==> config.mk <==
export PLATFORM = sky130hd
export DESIGN_NAME = up_axi_lite_bridge_flat
export DESIGN_NICKNAME = d
export VERILOG_FILES = /design/src/rtl/up_axi_lite_bridge_if.sv /design/src/rtl/up_axi_lite_bridge.sv /design/src/flat_wrapper.sv
export SDC_FILE = /design/constraint.sdc
export NUM_CORES = 1
export LEC_CHECK = 0
export BUFFER_PORTS_ARGS = -buffer_cell sky130_fd_sc_hd__buf_2
export CAP_MARGIN = 20
export CORE_ASPECT_RATIO = 1.4
export CORE_MARGIN = 5
export CORE_UTILIZATION = 47
export CTS_CLUSTER_SIZE = 24
export DETAILED_ROUTE_END_ITERATION = 7
export PLACE_DENSITY = 0.81
export SLEW_MARGIN = 0
export SYNTH_ARGS = -nofsm -noshare
export SYNTH_HDL_FRONTEND = slang
export SYNTH_SLANG_ARGS = --single-unit
export TNS_END_PERCENT = 1
==> constraint.sdc <==
create_clock -name up_clk -period 2.5 [get_ports up_clk]
set_input_delay 0.25 -clock up_clk [delete_from_list [all_inputs] [get_ports up_clk]]
set_output_delay 0.25 -clock up_clk [all_outputs]
set_load 0.02 [all_outputs]
==> src/rtl/up_axi_lite_bridge_if.sv <==
// ---------------------------------------------------------------------------
// up_axi_lite_bridge_if
// AXI4-Lite bus bundle between a bus master and the up_axi_lite_bridge.
//   slave  modport : bridge side (valids/addresses/data in, readies/responses out)
//   master modport : bus master side (the mirror image)
// Parameter AXI_ADDRESS_WIDTH sets the byte address width of AW and AR.
// ---------------------------------------------------------------------------
interface up_axi_lite_bridge_if #(
   parameter int AXI_ADDRESS_WIDTH = 16
);
   logic                         up_axi_awvalid;
   logic [AXI_ADDRESS_WIDTH-1:0] up_axi_awaddr;
   logic                         up_axi_awready;
   logic                         up_axi_wvalid;
   logic [31:0]                  up_axi_wdata;
   logic [3:0]                   up_axi_wstrb;
   logic                         up_axi_wready;
   logic                         up_axi_bvalid;
   logic [1:0]                   up_axi_bresp;
   logic                         up_axi_bready;
   logic                         up_axi_arvalid;
   logic [AXI_ADDRESS_WIDTH-1:0] up_axi_araddr;
   logic                         up_axi_arready;
   logic                         up_axi_rvalid;
   logic [1:0]                   up_axi_rresp;
   logic [31:0]                  up_axi_rdata;
   logic                         up_axi_rready;

   modport slave (
      input  up_axi_awvalid, up_axi_awaddr, up_axi_wvalid, up_axi_wdata, up_axi_wstrb,
      input  up_axi_bready, up_axi_arvalid, up_axi_araddr, up_axi_rready,
      output up_axi_awready, up_axi_wready, up_axi_bvalid, up_axi_bresp,
      output up_axi_arready, up_axi_rvalid, up_axi_rresp, up_axi_rdata
   );

   modport master (
      output up_axi_awvalid, up_axi_awaddr, up_axi_wvalid, up_axi_wdata, up_axi_wstrb,
      output up_axi_bready, up_axi_arvalid, up_axi_araddr, up_axi_rready,
      input  up_axi_awready, up_axi_wready, up_axi_bvalid, up_axi_bresp,
      input  up_axi_arready, up_axi_rvalid, up_axi_rresp, up_axi_rdata
   );
endinterface

==> src/rtl/up_axi_lite_bridge.sv <==
// ---------------------------------------------------------------------------
// up_axi_lite_bridge
// AXI4-Lite slave that turns bus reads/writes into single-cycle up_* requests
// and waits (with a bounded timeout) for the matching acknowledge.
// Ports:
//   up_clk, up_rstn         : clock, asynchronous active-low reset
//   s_axi (slave modport)   : AXI4-Lite AW/W/B and AR/R channels
//   up_wreq/up_waddr/up_wdata, up_wack          : write request side
//   up_rreq/up_raddr, up_rdata/up_rack          : read request side
// Read and write channels are fully independent FSMs; each allows a single
// outstanding transaction. All outputs come straight from flops.
// ---------------------------------------------------------------------------
module up_axi_lite_bridge #(
   parameter int ADDRESS_WIDTH     = 12,
   parameter int AXI_ADDRESS_WIDTH = 16,
   parameter int TIMEOUT_BITS      = 5
) (
   input  logic                     up_clk,
   input  logic                     up_rstn,
   up_axi_lite_bridge_if.slave      s_axi,
   output logic                     up_wreq,
   output logic [ADDRESS_WIDTH-1:0] up_waddr,
   output logic [31:0]              up_wdata,
   input  logic                     up_wack,
   output logic                     up_rreq,
   output logic [ADDRESS_WIDTH-1:0] up_raddr,
   input  logic [31:0]              up_rdata,
   input  logic                     up_rack
);

   typedef enum logic [2:0] {
      ST_IDLE   = 3'd0,
      ST_ACCEPT = 3'd1,
      ST_REQ    = 3'd2,
      ST_WAIT   = 3'd3,
      ST_RESP   = 3'd4
   } state_t;

   localparam logic [1:0]              RESP_OKAY   = 2'b00;
   localparam logic [1:0]              RESP_SLVERR = 2'b10;
   localparam logic [TIMEOUT_BITS-1:0] CNT_ZERO    = {TIMEOUT_BITS{1'b0}};
   localparam logic [TIMEOUT_BITS-1:0] CNT_ONE     = {{(TIMEOUT_BITS-1){1'b0}}, 1'b1};
   localparam logic [TIMEOUT_BITS-1:0] CNT_MAX     = {TIMEOUT_BITS{1'b1}};

   state_t                   w_state_q, w_state_d, r_state_q, r_state_d;
   logic [TIMEOUT_BITS-1:0]  w_cnt_q, w_cnt_d, r_cnt_q, r_cnt_d;
   logic [ADDRESS_WIDTH-1:0] waddr_q, waddr_d, raddr_q, raddr_d;
   logic [31:0]              wdata_q, wdata_d, rdata_q, rdata_d;
   logic [1:0]               bresp_q, bresp_d, rresp_q, rresp_d;
   logic                     awready_q, awready_d, bvalid_q, bvalid_d, wreq_q, wreq_d;
   logic                     arready_q, arready_d, rvalid_q, rvalid_d, rreq_q, rreq_d;

   // Byte strobes and the discarded address bits are intentionally not used.
   logic unused_s;
   assign unused_s = ^{s_axi.up_axi_wstrb, s_axi.up_axi_awaddr, s_axi.up_axi_araddr};

   // Write channel next-state logic; outputs are decoded from the next state
   // so that they can be registered without a cycle of lag.
   always_comb begin
      w_state_d = w_state_q;
      w_cnt_d   = w_cnt_q;
      waddr_d   = waddr_q;
      wdata_d   = wdata_q;
      bresp_d   = bresp_q;
      case (w_state_q)
         ST_IDLE: begin
            // Address and data must both be present; never handshake one alone.
            if (s_axi.up_axi_awvalid && s_axi.up_axi_wvalid) begin
               w_state_d = ST_ACCEPT;
            end else begin
               w_state_d = ST_IDLE;
            end
         end
         ST_ACCEPT: begin
            waddr_d   = s_axi.up_axi_awaddr[ADDRESS_WIDTH+1:2];
            wdata_d   = s_axi.up_axi_wdata;
            w_state_d = ST_REQ;
         end
         ST_REQ: begin
            w_cnt_d   = CNT_ZERO;
            w_state_d = ST_WAIT;
         end
         ST_WAIT: begin
            // Ack is checked first so it wins over a simultaneous timeout.
            if (up_wack) begin
               bresp_d   = RESP_OKAY;
               w_state_d = ST_RESP;
            end else if (w_cnt_q == CNT_MAX) begin
               bresp_d   = RESP_SLVERR;
               w_state_d = ST_RESP;
            end else begin
               w_cnt_d   = w_cnt_q + CNT_ONE;
            end
         end
         ST_RESP: begin
            if (s_axi.up_axi_bready) begin
               bresp_d   = RESP_OKAY;
               w_state_d = ST_IDLE;
            end else begin
               w_state_d = ST_RESP;
            end
         end
         default: begin
            w_state_d = ST_IDLE;
         end
      endcase
      awready_d = (w_state_d == ST_ACCEPT);
      wreq_d    = (w_state_d == ST_REQ);
      bvalid_d  = (w_state_d == ST_RESP);
   end

   // Read channel next-state logic; mirrors the write channel.
   always_comb begin
      r_state_d = r_state_q;
      r_cnt_d   = r_cnt_q;
      raddr_d   = raddr_q;
      rdata_d   = rdata_q;
      rresp_d   = rresp_q;
      case (r_state_q)
         ST_IDLE: begin
            if (s_axi.up_axi_arvalid) begin
               r_state_d = ST_ACCEPT;
            end else begin
               r_state_d = ST_IDLE;
            end
         end
         ST_ACCEPT: begin
            raddr_d   = s_axi.up_axi_araddr[ADDRESS_WIDTH+1:2];
            r_state_d = ST_REQ;
         end
         ST_REQ: begin
            r_cnt_d   = CNT_ZERO;
            r_state_d = ST_WAIT;
         end
         ST_WAIT: begin
            if (up_rack) begin
               rdata_d   = up_rdata;
               rresp_d   = RESP_OKAY;
               r_state_d = ST_RESP;
            end else if (r_cnt_q == CNT_MAX) begin
               rdata_d   = 32'h0000_0000;
               rresp_d   = RESP_SLVERR;
               r_state_d = ST_RESP;
            end else begin
               r_cnt_d   = r_cnt_q + CNT_ONE;
            end
         end
         ST_RESP: begin
            if (s_axi.up_axi_rready) begin
               rdata_d   = 32'h0000_0000;
               rresp_d   = RESP_OKAY;
               r_state_d = ST_IDLE;
            end else begin
               r_state_d = ST_RESP;
            end
         end
         default: begin
            r_state_d = ST_IDLE;
         end
      endcase
      arready_d = (r_state_d == ST_ACCEPT);
      rreq_d    = (r_state_d == ST_REQ);
      rvalid_d  = (r_state_d == ST_RESP);
   end

   // State, counter and output registers for both channels.
   always_ff @(posedge up_clk or negedge up_rstn) begin
      if (!up_rstn) begin
         w_state_q <= ST_IDLE;
         r_state_q <= ST_IDLE;
         w_cnt_q   <= CNT_ZERO;
         r_cnt_q   <= CNT_ZERO;
         waddr_q   <= {ADDRESS_WIDTH{1'b0}};
         raddr_q   <= {ADDRESS_WIDTH{1'b0}};
         wdata_q   <= 32'h0000_0000;
         rdata_q   <= 32'h0000_0000;
         bresp_q   <= 2'b00;
         rresp_q   <= 2'b00;
         awready_q <= 1'b0;
         wreq_q    <= 1'b0;
         bvalid_q  <= 1'b0;
         arready_q <= 1'b0;
         rreq_q    <= 1'b0;
         rvalid_q  <= 1'b0;
      end else begin
         w_state_q <= w_state_d;
         r_state_q <= r_state_d;
         w_cnt_q   <= w_cnt_d;
         r_cnt_q   <= r_cnt_d;
         waddr_q   <= waddr_d;
         raddr_q   <= raddr_d;
         wdata_q   <= wdata_d;
         rdata_q   <= rdata_d;
         bresp_q   <= bresp_d;
         rresp_q   <= rresp_d;
         awready_q <= awready_d;
         wreq_q    <= wreq_d;
         bvalid_q  <= bvalid_d;
         arready_q <= arready_d;
         rreq_q    <= rreq_d;
         rvalid_q  <= rvalid_d;
      end
   end

   assign s_axi.up_axi_awready = awready_q;
   assign s_axi.up_axi_wready  = awready_q;
   assign s_axi.up_axi_bvalid  = bvalid_q;
   assign s_axi.up_axi_bresp   = bresp_q;
   assign s_axi.up_axi_arready = arready_q;
   assign s_axi.up_axi_rvalid  = rvalid_q;
   assign s_axi.up_axi_rresp   = rresp_q;
   assign s_axi.up_axi_rdata   = rdata_q;
   assign up_wreq              = wreq_q;
   assign up_waddr             = waddr_q;
   assign up_wdata             = wdata_q;
   assign up_rreq              = rreq_q;
   assign up_raddr             = raddr_q;

endmodule

==> src/flat_wrapper.sv <==
// flat-port wrapper written by rule: the top's interface ports become plain ports
module up_axi_lite_bridge_flat 
#(
   parameter int ADDRESS_WIDTH     = 12,
   parameter int AXI_ADDRESS_WIDTH = 16,
   parameter int TIMEOUT_BITS      = 5
)
  (up_clk, up_rstn, up_wreq, up_waddr, up_wdata, up_wack, up_rreq, up_raddr, up_rdata, up_rack, s_axi_up_axi_awvalid, s_axi_up_axi_awaddr, s_axi_up_axi_wvalid, s_axi_up_axi_wdata, s_axi_up_axi_wstrb, s_axi_up_axi_bready, s_axi_up_axi_arvalid, s_axi_up_axi_araddr, s_axi_up_axi_rready, s_axi_up_axi_awready, s_axi_up_axi_wready, s_axi_up_axi_bvalid, s_axi_up_axi_bresp, s_axi_up_axi_arready, s_axi_up_axi_rvalid, s_axi_up_axi_rresp, s_axi_up_axi_rdata);
  up_axi_lite_bridge_if #(.AXI_ADDRESS_WIDTH(AXI_ADDRESS_WIDTH)) s_axi_i ();
  input  logic up_clk;
  input  logic up_rstn;
  output logic up_wreq;
  output logic [ADDRESS_WIDTH-1:0] up_waddr;
  output logic [31:0] up_wdata;
  input  logic up_wack;
  output logic up_rreq;
  output logic [ADDRESS_WIDTH-1:0] up_raddr;
  input  logic [31:0] up_rdata;
  input  logic up_rack;
  input wire logic [$bits(s_axi_i.up_axi_awvalid)-1:0] s_axi_up_axi_awvalid;
  input wire logic [$bits(s_axi_i.up_axi_awaddr)-1:0] s_axi_up_axi_awaddr;
  input wire logic [$bits(s_axi_i.up_axi_wvalid)-1:0] s_axi_up_axi_wvalid;
  input wire logic [$bits(s_axi_i.up_axi_wdata)-1:0] s_axi_up_axi_wdata;
  input wire logic [$bits(s_axi_i.up_axi_wstrb)-1:0] s_axi_up_axi_wstrb;
  input wire logic [$bits(s_axi_i.up_axi_bready)-1:0] s_axi_up_axi_bready;
  input wire logic [$bits(s_axi_i.up_axi_arvalid)-1:0] s_axi_up_axi_arvalid;
  input wire logic [$bits(s_axi_i.up_axi_araddr)-1:0] s_axi_up_axi_araddr;
  input wire logic [$bits(s_axi_i.up_axi_rready)-1:0] s_axi_up_axi_rready;
  output wire logic [$bits(s_axi_i.up_axi_awready)-1:0] s_axi_up_axi_awready;
  output wire logic [$bits(s_axi_i.up_axi_wready)-1:0] s_axi_up_axi_wready;
  output wire logic [$bits(s_axi_i.up_axi_bvalid)-1:0] s_axi_up_axi_bvalid;
  output wire logic [$bits(s_axi_i.up_axi_bresp)-1:0] s_axi_up_axi_bresp;
  output wire logic [$bits(s_axi_i.up_axi_arready)-1:0] s_axi_up_axi_arready;
  output wire logic [$bits(s_axi_i.up_axi_rvalid)-1:0] s_axi_up_axi_rvalid;
  output wire logic [$bits(s_axi_i.up_axi_rresp)-1:0] s_axi_up_axi_rresp;
  output wire logic [$bits(s_axi_i.up_axi_rdata)-1:0] s_axi_up_axi_rdata;
  assign s_axi_i.up_axi_awvalid = s_axi_up_axi_awvalid;
  assign s_axi_i.up_axi_awaddr = s_axi_up_axi_awaddr;
  assign s_axi_i.up_axi_wvalid = s_axi_up_axi_wvalid;
  assign s_axi_i.up_axi_wdata = s_axi_up_axi_wdata;
  assign s_axi_i.up_axi_wstrb = s_axi_up_axi_wstrb;
  assign s_axi_i.up_axi_bready = s_axi_up_axi_bready;
  assign s_axi_i.up_axi_arvalid = s_axi_up_axi_arvalid;
  assign s_axi_i.up_axi_araddr = s_axi_up_axi_araddr;
  assign s_axi_i.up_axi_rready = s_axi_up_axi_rready;
  assign s_axi_up_axi_awready = s_axi_i.up_axi_awready;
  assign s_axi_up_axi_wready = s_axi_i.up_axi_wready;
  assign s_axi_up_axi_bvalid = s_axi_i.up_axi_bvalid;
  assign s_axi_up_axi_bresp = s_axi_i.up_axi_bresp;
  assign s_axi_up_axi_arready = s_axi_i.up_axi_arready;
  assign s_axi_up_axi_rvalid = s_axi_i.up_axi_rvalid;
  assign s_axi_up_axi_rresp = s_axi_i.up_axi_rresp;
  assign s_axi_up_axi_rdata = s_axi_i.up_axi_rdata;
  up_axi_lite_bridge #(.ADDRESS_WIDTH(ADDRESS_WIDTH), .AXI_ADDRESS_WIDTH(AXI_ADDRESS_WIDTH), .TIMEOUT_BITS(TIMEOUT_BITS)) u_core (.up_clk(up_clk), .up_rstn(up_rstn), .s_axi(s_axi_i), .up_wreq(up_wreq), .up_waddr(up_waddr), .up_wdata(up_wdata), .up_wack(up_wack), .up_rreq(up_rreq), .up_raddr(up_raddr), .up_rdata(up_rdata), .up_rack(up_rack));
endmodule
==> summary.txt, run 1 <==
Synthesis
  – Post-synth EDFFs: 0
  – Post-synthesis register bit count: 112
  – Top cells by count, synth: dfrtp_1 (112), mux2_2 (79), and3_1 (30), o21ai_0 (12)
  – YS warnings: 0
  – Synth area leader: dfrtp_1
  – Synthesized area: 0.00471 sq mm
  – Yosys cell types: 44
  – Main synth FF type: dfrtp_1
  – Synth top area share: 59.5%
  – Avg Cell Area, Syn: 14.2 sq um
  – Register area share after synthesis: 59.5%
  – Async set-reset flop share out of synthesis: 100%
  – Synth top area cells: dfrtp_1 (59%), mux2_2 (19%), and3_1 (4.0%), mux2_4 (3.2%), o21ai_0 (1.3%)
  – Synth Instances: 333
  – Top-count cell post-synth: dfrtp_1

Global routing
  – GRT Overall Usage: 18.0%
  – Vias in the first global route: 3,629
  – Pin count of the biggest net entering global routing: 58
  – Global-route wire length before repair: 17.2 mm
  – Met3 GRT Util: 5.03%
  – GRT overflow: 0
  – Initial antenna violation count: 0
  – Met2 usage in global routing: 32.0%
  – Global route hottest layer: met2
  – M1 GR Usage: 20.3%

Cells and area
  – Sequential Area: 0.00280 sq mm
  – Share of layout cells above drive strength 1: 59.5%
  – Area added between synthesis and finish: 29.6%
  – Diode count: 0
  – Final Instance Count excl. Fillers: 661
  – Design area: 0.00611 sq mm
  – Fillers: 795
  – Core Util, Final: 62.0%
  – Final #Nets: 634
  – Area occupied by multi-input gates: 0.00176 sq mm

STA
  – Final worst-path cycle share: 89.8%
  – PnR worst setup slack: 0.256 ns
  – Clock skew: 0.00855 ns
  – RSZ-0062 raised after global routing: false
  – Fin crit period: 2.24 ns
  – Max Freq: 0.446 GHz
  – Headroom to the max-slew limit: 52.7%
  – Final setup fails: 0
  – Final max-slew violation count: 0
  – Total negative slack: 0 ns
  – Tightest hold margin: 0.123 ns
  – Worst-margin pin slew: 0.709 ns
  – Final hold vios: 0

Power and ir drop
  – Max IR drop VDD: 0.580 mV
  – PD cells: 1320 mW/mm^2
  – P_leak: 3.12 nW
  – Total power: 8.04 mW

Setup path
  – Slowest CP cell: dfrtp_1
  – CP Capture Type: register
  – Most Frequent Cell on Critical Path: ha_1
  – Slowest stage delay, CP: 0.41 ns
  – Critical path cell sequence: ha_1 > and3_1 > ha_1 > o21ai_0 > buf_4 > o22ai_4 > buf_12 > mux2_2
  – Flop2flop setup slack: 0.26 ns
  – Setup crit start kind: register
  – Worst Path Arrival: 2.47 ns
  – CP Max Fanout: 33
  – Crit Path Category: register to register
  – Worst EP required: 2.73 ns

Worst hold path
  – HP Class: primary input to register

Die
  – Die Y: 128 microns
  – Die Width: 94.6 microns
  – Die area: 0.0122 sq mm
  – Initial Util: 47.9%
  – CORE AREA: 0.00985 sq mm
  – IO Count: 208
  – FP Rows: 43

Clock network
  – Clock sinks: 112
  – Worst-case clock buffer depth: 2
  – Clock Latency Late Sink: 0.34 ns
  – Htree depth: 3
  – CTS buffer count: 9
  – CTS Hold Buffers Added: 1
  – CTS root buf: clkbuf_16
  – CTS resizes: 0
  – Reg clk slew, reported paths: 0.07 ns
  – TritonCTS clock tree: built
  – Post-CTS Setup Inserts: 0

Drt
  – Drt drc: 0
  – Vias per cell: 5.08
  – DRT Pass-1 Iters: 4
  – Routed wire length: 10.8 mm
  – Iter 0 DRT Violations: 134
  – Number of antenna-violating nets in the routed design: 0
  – Vias: 3,359
  – DR WL/cell: 16.3 microns

Outcome
  – Status: finished clean

Job
  – Max-cap viol count: 0

Placed design
  – Port Buf Inserts: 193
  – DP HPWL: 8.03 mm
  – Pre-CTS WS: 0.289 ns
  – Placer Congestion: 0.845
  – Placed Area: 0.00579 sq mm
  – Dpl cells: 644
==> final timing paths <==
check / start / to / depth (start not counted)
worst max-delay path: u_core.r_cnt_q[0]$_DFFE_PN0P_ / u_core.s_axi.up_axi_rdata[10]$_DFFE_PN0P_ / 8
worst min-delay path: s_axi_up_axi_rready / u_core.s_axi.up_axi_rvalid$_DFF_PN0_ / 2
worst max register to register: u_core.r_cnt_q[0]$_DFFE_PN0P_ / u_core.s_axi.up_axi_rdata[10]$_DFFE_PN0P_ / 8
worst min register to register: u_core.up_wdata[1]$_DFFE_PN0P_ / u_core.up_wdata[1]$_DFFE_PN0P_ / 1
max in group asynchronous: up_rstn / u_core.up_wdata[6]$_DFFE_PN0P_ / 3
min in group asynchronous: up_rstn / u_core.s_axi.up_axi_rdata[9]$_DFFE_PN0P_ / 2
==> per-layer routing <==
layer / routed length, microns / up-vias
met4: 199 / 0
met1: 3990 / 1636
met5: 0 / -
li1: - / 1568
met2: 5750 / 136
met3: 839 / 19
==> placed cells by master (no fill, tap or decap), types with 5 or more instances in the layout <==
cell type  Yosys  routed
clkbuf_16      0       9
nand2_1        7       7
a22o_1         5       5
mux2_4        10      10
buf_2          7     192
dfrtp_1      112     112
and3_1        30      30
mux2_2        79      79
o21ai_0       12      12
==> critical path: cells and delay by family (launching register included) <==
kind,cells,cell delay (ns)
mux,1,0.36
simple gates,1,0.18
flops,1,0.41
compound gates,2,0.30
fa+ha+maj,2,0.43
buf+inv,2,0.43
==> cells by family after synthesis <==
logic type | share of synthesized area (%)
buffers and inverters | 3.37
adder cells (fa/ha/maj) | 1.06
AND/OR/NAND/NOR | 8.68
multiplexers | 22.3
AO/OA/AOI/OAI | 5.07
other | 0.0796
flip-flops | 59.5
==> registers in the layout (all words and copies together) (netlist names) <==
| name | flops |
|---|---|
| u_core.s_axi.up_axi_rdata | 32 |
| u_core.up_rreq | 1 |
| u_core.s_axi.up_axi_bresp | 1 |
| u_core.s_axi.up_axi_rvalid | 1 |
| u_core.w_state_q | 3 |
| u_core.r_state_q | 3 |
| u_core.up_raddr | 12 |
| u_core.up_wreq | 1 |
| u_core.s_axi.up_axi_bvalid | 1 |
| u_core.s_axi.up_axi_arready | 1 |
| u_core.s_axi.up_axi_rresp | 1 |
| u_core.up_wdata | 32 |
| u_core.w_cnt_q | 5 |
| u_core.r_cnt_q | 5 |
| u_core.s_axi.up_axi_awready | 1 |
| u_core.up_waddr | 12 |
==> final cells by class <==
| cell class | instances | area share (%) |
|---|---|---|
| flip-flops and latches | 112 | 45.9 |
| multi-input cells | 196 | 28.8 |
| repair buffers | 200 | 17.4 |
| clock buffers | 11 | 3.97 |
| well taps | 135 | 2.77 |
| clock inverters | 5 | 1.02 |
| inverters | 2 | 0.123 |
==> power by group <==
group          switching, mW  internal [mW]  total (mW)
clock network          0.647          0.813        1.46
logic                   1.93           1.59        3.52
registers              0.463           2.60        3.06
(Power assumes the default switching activity.)
==> run 2, diff against run 1 <==
- REMOVE_ABC_BUFFERS: not set -> 1
==> run 2 against run 1 <==
First-iteration DRC count decreased by 46%. Sequential power about the same. Final cell count rose by 0.61%. Combinational power hardly changed. Count of clock-buffer cells in the layout decreased by 2. Register-to-register slack about the same. Critical path depth unchanged. Routed wire length rose by 1.3%. Non-clock buffer count rose by 3. Hold slack worse by 0.019 ns. Cell area up 1.1%.
==> summary.txt, run 2 (synthesized netlist as in run 1, its figures left out) <==
Setup path
  – Critical path cell sequence: ha_1 > and3_1 > ha_1 > o21ai_0 > buf_4 > o22ai_4 > buf_12 > mux2_2
  – Flop2flop setup slack: 0.25 ns
  – Crit path max-delay family: buffers and inverters
  – Worst EP required: 2.73 ns
  – CP Capture Type: register
  – Slowest stage delay, CP: 0.42 ns
  – Setup crit start kind: register
  – Worst Path Arrival: 2.48 ns
  – Critical path buffers and inverters: 2
  – Crit Path Category: register to register
  – CP Max Fanout: 30
  – Slowest CP cell: dfrtp_1
  – Most Frequent Cell on Critical Path: ha_1

Drt
  – DRT Pass-1 Iters: 4
  – Drt drc: 0
  – Iter 0 DRT Violations: 72
  – Vias: 3,342
  – Routed wire length: 10.9 mm
  – Number of antenna-violating nets in the routed design: 0
  – DR WL/cell: 16.4 microns
  – Vias per cell: 5.03

Placed design
  – DP HPWL: 8.24 mm
  – Placer Congestion: 0.818
  – Port Buf Inserts: 193

Outcome
  – Status: finished clean

STA
  – Clock skew: 0.00984 ns
  – RSZ-0062 raised after global routing: false
  – Headroom to the max-slew limit: 52.2%
  – Fin crit period: 2.25 ns
  – Final worst-path cycle share: 90.1%
  – Total negative slack: 0 ns
  – Final setup fails: 0
  – Final max-slew violation count: 0
  – Final hold vios: 0
  – Max Freq: 0.444 GHz
  – Tightest hold margin: 0.105 ns
  – Worst-margin pin slew: 0.707 ns

Cells and area
  – Core Util, Final: 62.7%
  – Most common cell after layout, fill and taps aside: buf_2
  – Most frequent cells in the layout: buf_2 (192), dfrtp_1 (112), mux2_2 (79), and3_1 (30), o21ai_0 (12)
  – Final #Nets: 637
  – Area added between synthesis and finish: 31.0%
  – Share of layout cells above drive strength 1: 59.9%

Power and ir drop
  – Sequential share of power: 36.8%
  – Comb power frac: 42.8%
  – Total power: 8.27 mW
  – Switching power: 3.08 mW
  – Max IR drop VDD: 0.701 mV
  – P_leak: 3.16 nW
  – Internal: 5.19 mW
  – PD cells: 1340 mW/mm^2
  – Clock power frac: 20.4%
  – Sw frac: 37.2%

Global routing
  – Global-route wire length before repair: 16.9 mm
  – Pin count of the biggest net entering global routing: 58
  – GRT Overall Usage: 17.8%
  – Vias in the first global route: 3,471
  – Initial antenna violation count: 1
  – GRT overflow: 0

Clock network
  – Htree depth: 3
  – CTS root buf: clkbuf_16
  – Clock sinks: 112
  – CTS buffer count: 9
  – Clock Latency Late Sink: 0.35 ns
  – Worst-case clock buffer depth: 2
  – TritonCTS clock tree: built
  – Reg clk slew, reported paths: 0.08 ns
  – CTS resizes: 0

Die
  – Initial Util: 47.9%
  – IO Count: 208
  – Die Width: 94.6 microns
  – FP Rows: 43
  – Die Y: 128 microns
  – CORE AREA: 0.00985 sq mm
  – Die area: 0.0122 sq mm

Worst hold path
  – HP Class: primary input to register

Job
  – Max-cap viol count: 0
==> run 2: power by group through the flow <==
| stage | clock, mW | sequential [mW] | combinational, mW |
|---|---|---|---|
| finish | 1.69 | 3.04 | 3.54 |
| global route | 1.81 | 3.16 | 3.77 |
| CTS | 1.73 | 3.05 | 3.59 |
| detailed placement | 0 | 3.08 | 3.58 |
| global placement | 0 | 3.02 | 3.49 |
| floorplan | 0 | 3.91 | 1.45 |
==> run 2: area by class of cell <==
type	count	area [sq um]
fill	783	3670
sequential	112	2800
multi-input combinational	196	1760
timing repair buffer	203	1070
clock buffer	9	225
tap	135	169
clock inverter	7	135
inverter	2	7.51
antenna	1	2.50
==> run 2: per-stage QoR <==
step	cell area (sq um)	setup slack, ns	std cells
3_5_place_dp	5800	0.271	647
6_report	6170	0.248	665
5_1_grt	6170	0.0791	665
3_3_place_gp	5800	0.316	647
4_1_cts	6170	0.247	664
2_1_floorplan	4570	0.0831	310
==> run 2: worst reg2reg max path, cell delays in order, from the launching register on <==
cell and delay, ns:
dfrtp_1 0.42, ha_1 0.21, and3_1 0.17, ha_1 0.19, o21ai_0 0.10, buf_4 0.18
o22ai_4 0.24, buf_12 0.25, mux2_2 0.38
==> run 2: path summary, 6_finish.rpt <==
kind / from / endpoint / cells after the start
worst max-delay path: u_core.r_cnt_q[0]$_DFFE_PN0P_ / u_core.s_axi.up_axi_rdata[16]$_DFFE_PN0P_ / 8
worst min-delay path: s_axi_up_axi_rready / u_core.r_state_q[2]$_DFF_PN0_ / 2
worst max register to register: u_core.r_cnt_q[0]$_DFFE_PN0P_ / u_core.s_axi.up_axi_rdata[16]$_DFFE_PN0P_ / 8
worst min register to register: u_core.up_wdata[18]$_DFFE_PN0P_ / u_core.up_wdata[18]$_DFFE_PN0P_ / 1
max in group asynchronous: up_rstn / u_core.up_raddr[3]$_DFFE_PN0P_ / 3
min in group asynchronous: up_rstn / u_core.s_axi.up_axi_arready$_DFF_PN0_ / 2
==> run 2: repair_timing <==
| action | CTS | global route |
|---|---|---|
| hold buffers | 1 | 0 |
| hold endpoints to repair | 54 | 0 |
| setup buffers | 0 | 0 |
| setup endpoints to repair | 0 | 0 |
==> run 2: routing by layer <==
layer | vias to the layer above | share of wire (%) | track usage (%)
met3 | 12 | 7.3 | 4.50
met4 | 0 | 1.6 | 6.97
met2 | 123 | 53 | 31.1
met1 | 1631 | 38 | 20.8
met5 | - | 0 | 0
li1 | 1576 | - | -
==> run 3, diff against run 2 <==
- ABC_AREA: not set -> 1
- CORE_UTILIZATION: 47 -> 48
- PLACE_DENSITY: 0.81 -> 0.82
==> run 3 against run 2 <==
Setup slack better by 0.13 ns. Critical path type unchanged. Critical path depth is 3 higher. Final cell count is 35% higher.
==> summary.txt, run 3 <==
Cells and area
  – Sequential Area: 0.00280 sq mm
  – Share of layout cells above drive strength 1: 29.5%
  – Fillers: 847
  – Area occupied by multi-input gates: 0.00178 sq mm
  – Area added between synthesis and finish: 28.2%
  – Most frequent cells in the layout: nand2_1 (292), buf_2 (192), dfrtp_1 (112), nand3_1 (48), a21oi_1 (34)
  – Most common cell after layout, fill and taps aside: nand2_1
  – Final #Nets: 869

Die
  – Die Width: 94.5 microns
  – Initial Util: 48.7%
  – Die area: 0.0121 sq mm
  – Die Y: 128 microns
  – IO Count: 208
  – CORE AREA: 0.00985 sq mm
  – FP Rows: 43

Synthesis
  – Avg Cell Area, Syn: 8.32 sq um
  – Register area share after synthesis: 58.5%
  – Async set-reset flop share out of synthesis: 100%
  – Synth top area cells: dfrtp_1 (58%), nand2_1 (23%), nand3_1 (5.0%), a21oi_1 (3.5%), clkbuf_1 (1.3%)
  – Main synth FF type: dfrtp_1
  – Yosys cell types: 28
  – Synth top area share: 58.5%
  – Top cells by count, synth: nand2_1 (292), dfrtp_1 (112), nand3_1 (48), a21oi_1 (34), clkbuf_1 (17)
  – Synthesized area: 0.00479 sq mm
  – YS warnings: 0
  – Synth Instances: 576
  – Post-synthesis register bit count: 112
  – Top-count cell post-synth: nand2_1
  – Synth area leader: dfrtp_1
  – Post-synth EDFFs: 0

Global routing
  – Vias in the first global route: 4,142
  – Initial antenna violation count: 1
  – Pin count of the biggest net entering global routing: 63
  – GRT overflow: 0
  – Global-route wire length before repair: 19.9 mm
  – GRT Overall Usage: 20.8%

Job
  – Max-cap viol count: 0

Drt
  – Routed wire length: 12.5 mm
  – Vias: 4,425
  – Vias per cell: 4.94
  – DR WL/cell: 13.9 microns
  – Iter 0 DRT Violations: 211
  – Number of antenna-violating nets in the routed design: 0
  – Drt drc: 0
  – DRT Pass-1 Iters: 5

Setup path
  – R2R depth: 11
  – RR Endpoint: u_core.s_axi.up_axi_rdata[7]$_DFFE_PN0P_
  – Flop2flop setup slack: 0.37 ns
  – Setup crit start kind: register
  – CP endpoint: u_core.s_axi.up_axi_rdata[7]$_DFFE_PN0P_
  – Worst r2r src: u_core.r_cnt_q[0]$_DFFE_PN0P_
  – CP Launch Point: u_core.r_cnt_q[0]$_DFFE_PN0P_
  – Worst EP required: 2.78 ns
  – Worst Path Arrival: 2.40 ns
  – CP Capture Type: register
  – Crit Path Category: register to register
  – CP Max Fanout: 33

Power and ir drop
  – PD cells: 1270 mW/mm^2
  – P_leak: 3.61 nW
  – Max IR drop VDD: 0.656 mV

Clock network
  – Clock Latency Late Sink: 0.34 ns
  – Worst-case clock buffer depth: 2
  – CTS root buf: clkbuf_16
  – CTS buffer count: 9
  – TritonCTS clock tree: built
  – Reg clk slew, reported paths: 0.07 ns
  – Htree depth: 3
  – CTS resizes: 0
  – Clock sinks: 112

STA
  – Final setup fails: 0
  – Final max-slew violation count: 0
  – PnR worst setup slack: 0.374 ns
  – Worst-margin pin slew: 0.694 ns
  – Total negative slack: 0 ns
  – RSZ-0062 raised after global routing: false
  – Max Freq: 0.470 GHz
  – Clock skew: 0.00591 ns
  – Headroom to the max-slew limit: 53.7%
  – Final hold vios: 0
  – Final worst-path cycle share: 85.0%
  – Fin crit period: 2.13 ns

Placed design
  – Port Buf Inserts: 193
  – DP HPWL: 8.97 mm
  – Placer Congestion: 0.891
  – Pre-CTS WS: 0.406 ns

Worst hold path
  – HP Class: primary input to register

Outcome
  – Status: finished clean
-- run 3: worst min-delay path by stage --
stage                                  from                                  endpoint  slack [ns]  cells after the start
floorplan                           up_rstn             u_core.r_cnt_q[0]$_DFFE_PN0P_       -0.05                      0
global placement                    up_rstn  u_core.s_axi.up_axi_rdata[4]$_DFFE_PN0P_        0.30                      1
detailed placement                  up_rstn  u_core.s_axi.up_axi_rdata[4]$_DFFE_PN0P_        0.32                      1
CTS                 s_axi_up_axi_araddr[12]           u_core.up_raddr[10]$_DFFE_PN0P_        0.08                      3
global route        s_axi_up_axi_awaddr[11]            u_core.up_waddr[9]$_DFFE_PN0P_        0.09                      3
finish               s_axi_up_axi_wdata[23]           u_core.up_wdata[23]$_DFFE_PN0P_         0.1                      3
-- run 3: cell type report --
class / instances / area share (%)
clock inverters: 4 / 0.733
repair buffers: 201 / 17.0
flip-flops and latches: 112 / 45.6
diodes: 1 / 0.0407
multi-input cells: 417 / 29.0
clock buffers: 11 / 3.95
inverters: 15 / 0.916
well taps: 135 / 2.75
-- run 3: layer usage --
| metal | part of all wire, % | wire (microns) | vias to the layer above | GRT usage (%) |
|---|---|---|---|---|
| met4 | 2.9 | 360 | 0 | 9.86 |
| met2 | 53 | 6630 | 153 | 34.7 |
| li1 | - | - | 2162 | - |
| met1 | 38 | 4760 | 2085 | 25.5 |
| met5 | 0 | 0 | - | 0 |
| met3 | 5.9 | 730 | 25 | 4.70 |
-- run 3: per-stage QoR --
stage | total power, mW | area [sq um] | instances | util, % | hold WS, ns
after floorplan | 5.13 | 4640 | 544 | - | -0.0456
after global placement | 6.33 | 5850 | 879 | 59.4 | 0.302
after detailed placement | 6.47 | 5850 | 879 | 59.4 | 0.317
after CTS | 7.90 | 6140 | 895 | 62.4 | 0.0836
after global routing | 8.38 | 6150 | 896 | 62.4 | 0.0923
final | 7.82 | 6150 | 896 | 62.4 | 0.0973
-- run 3: worst max-delay path, stage by stage (launching register included) --
cell	delay [ns]
dfrtp_1	0.43
ha_1	0.24
nand2_1	0.08
nor2_1	0.04
ha_1	0.18
nor2_2	0.15
inv_1	0.07
nand2_2	0.12
nand2_4	0.06
nand2_2	0.45
nand2_1	0.14
nand2_1	0.08
-- run 3: repair_timing --
action,4_1_cts,5_1_grt
hold buffers,1,0
buffers inserted,0,0
hold endpoints to repair,50,0
-- run 3: cell families (layout without fill, tap and decap cells) --
logic type               after synthesis  count (layout)  synth area share, %
other                                  1               3               0.0782
AND/OR/NAND/NOR                      365             365                 31.2
buffers and inverters                 48             231                 4.39
flip-flops                           112             112                 58.5
adder cells (fa/ha/maj)                4               4                 1.04
AO/OA/AOI/OAI                         46              46                 4.86
-- run 3: power by group --
group	switching (mW)	total [mW]	internal, mW
combinational	2.40	3.44	1.05
sequential	0.420	2.98	2.56
clock	0.603	1.40	0.794
total	3.42	7.82	4.40
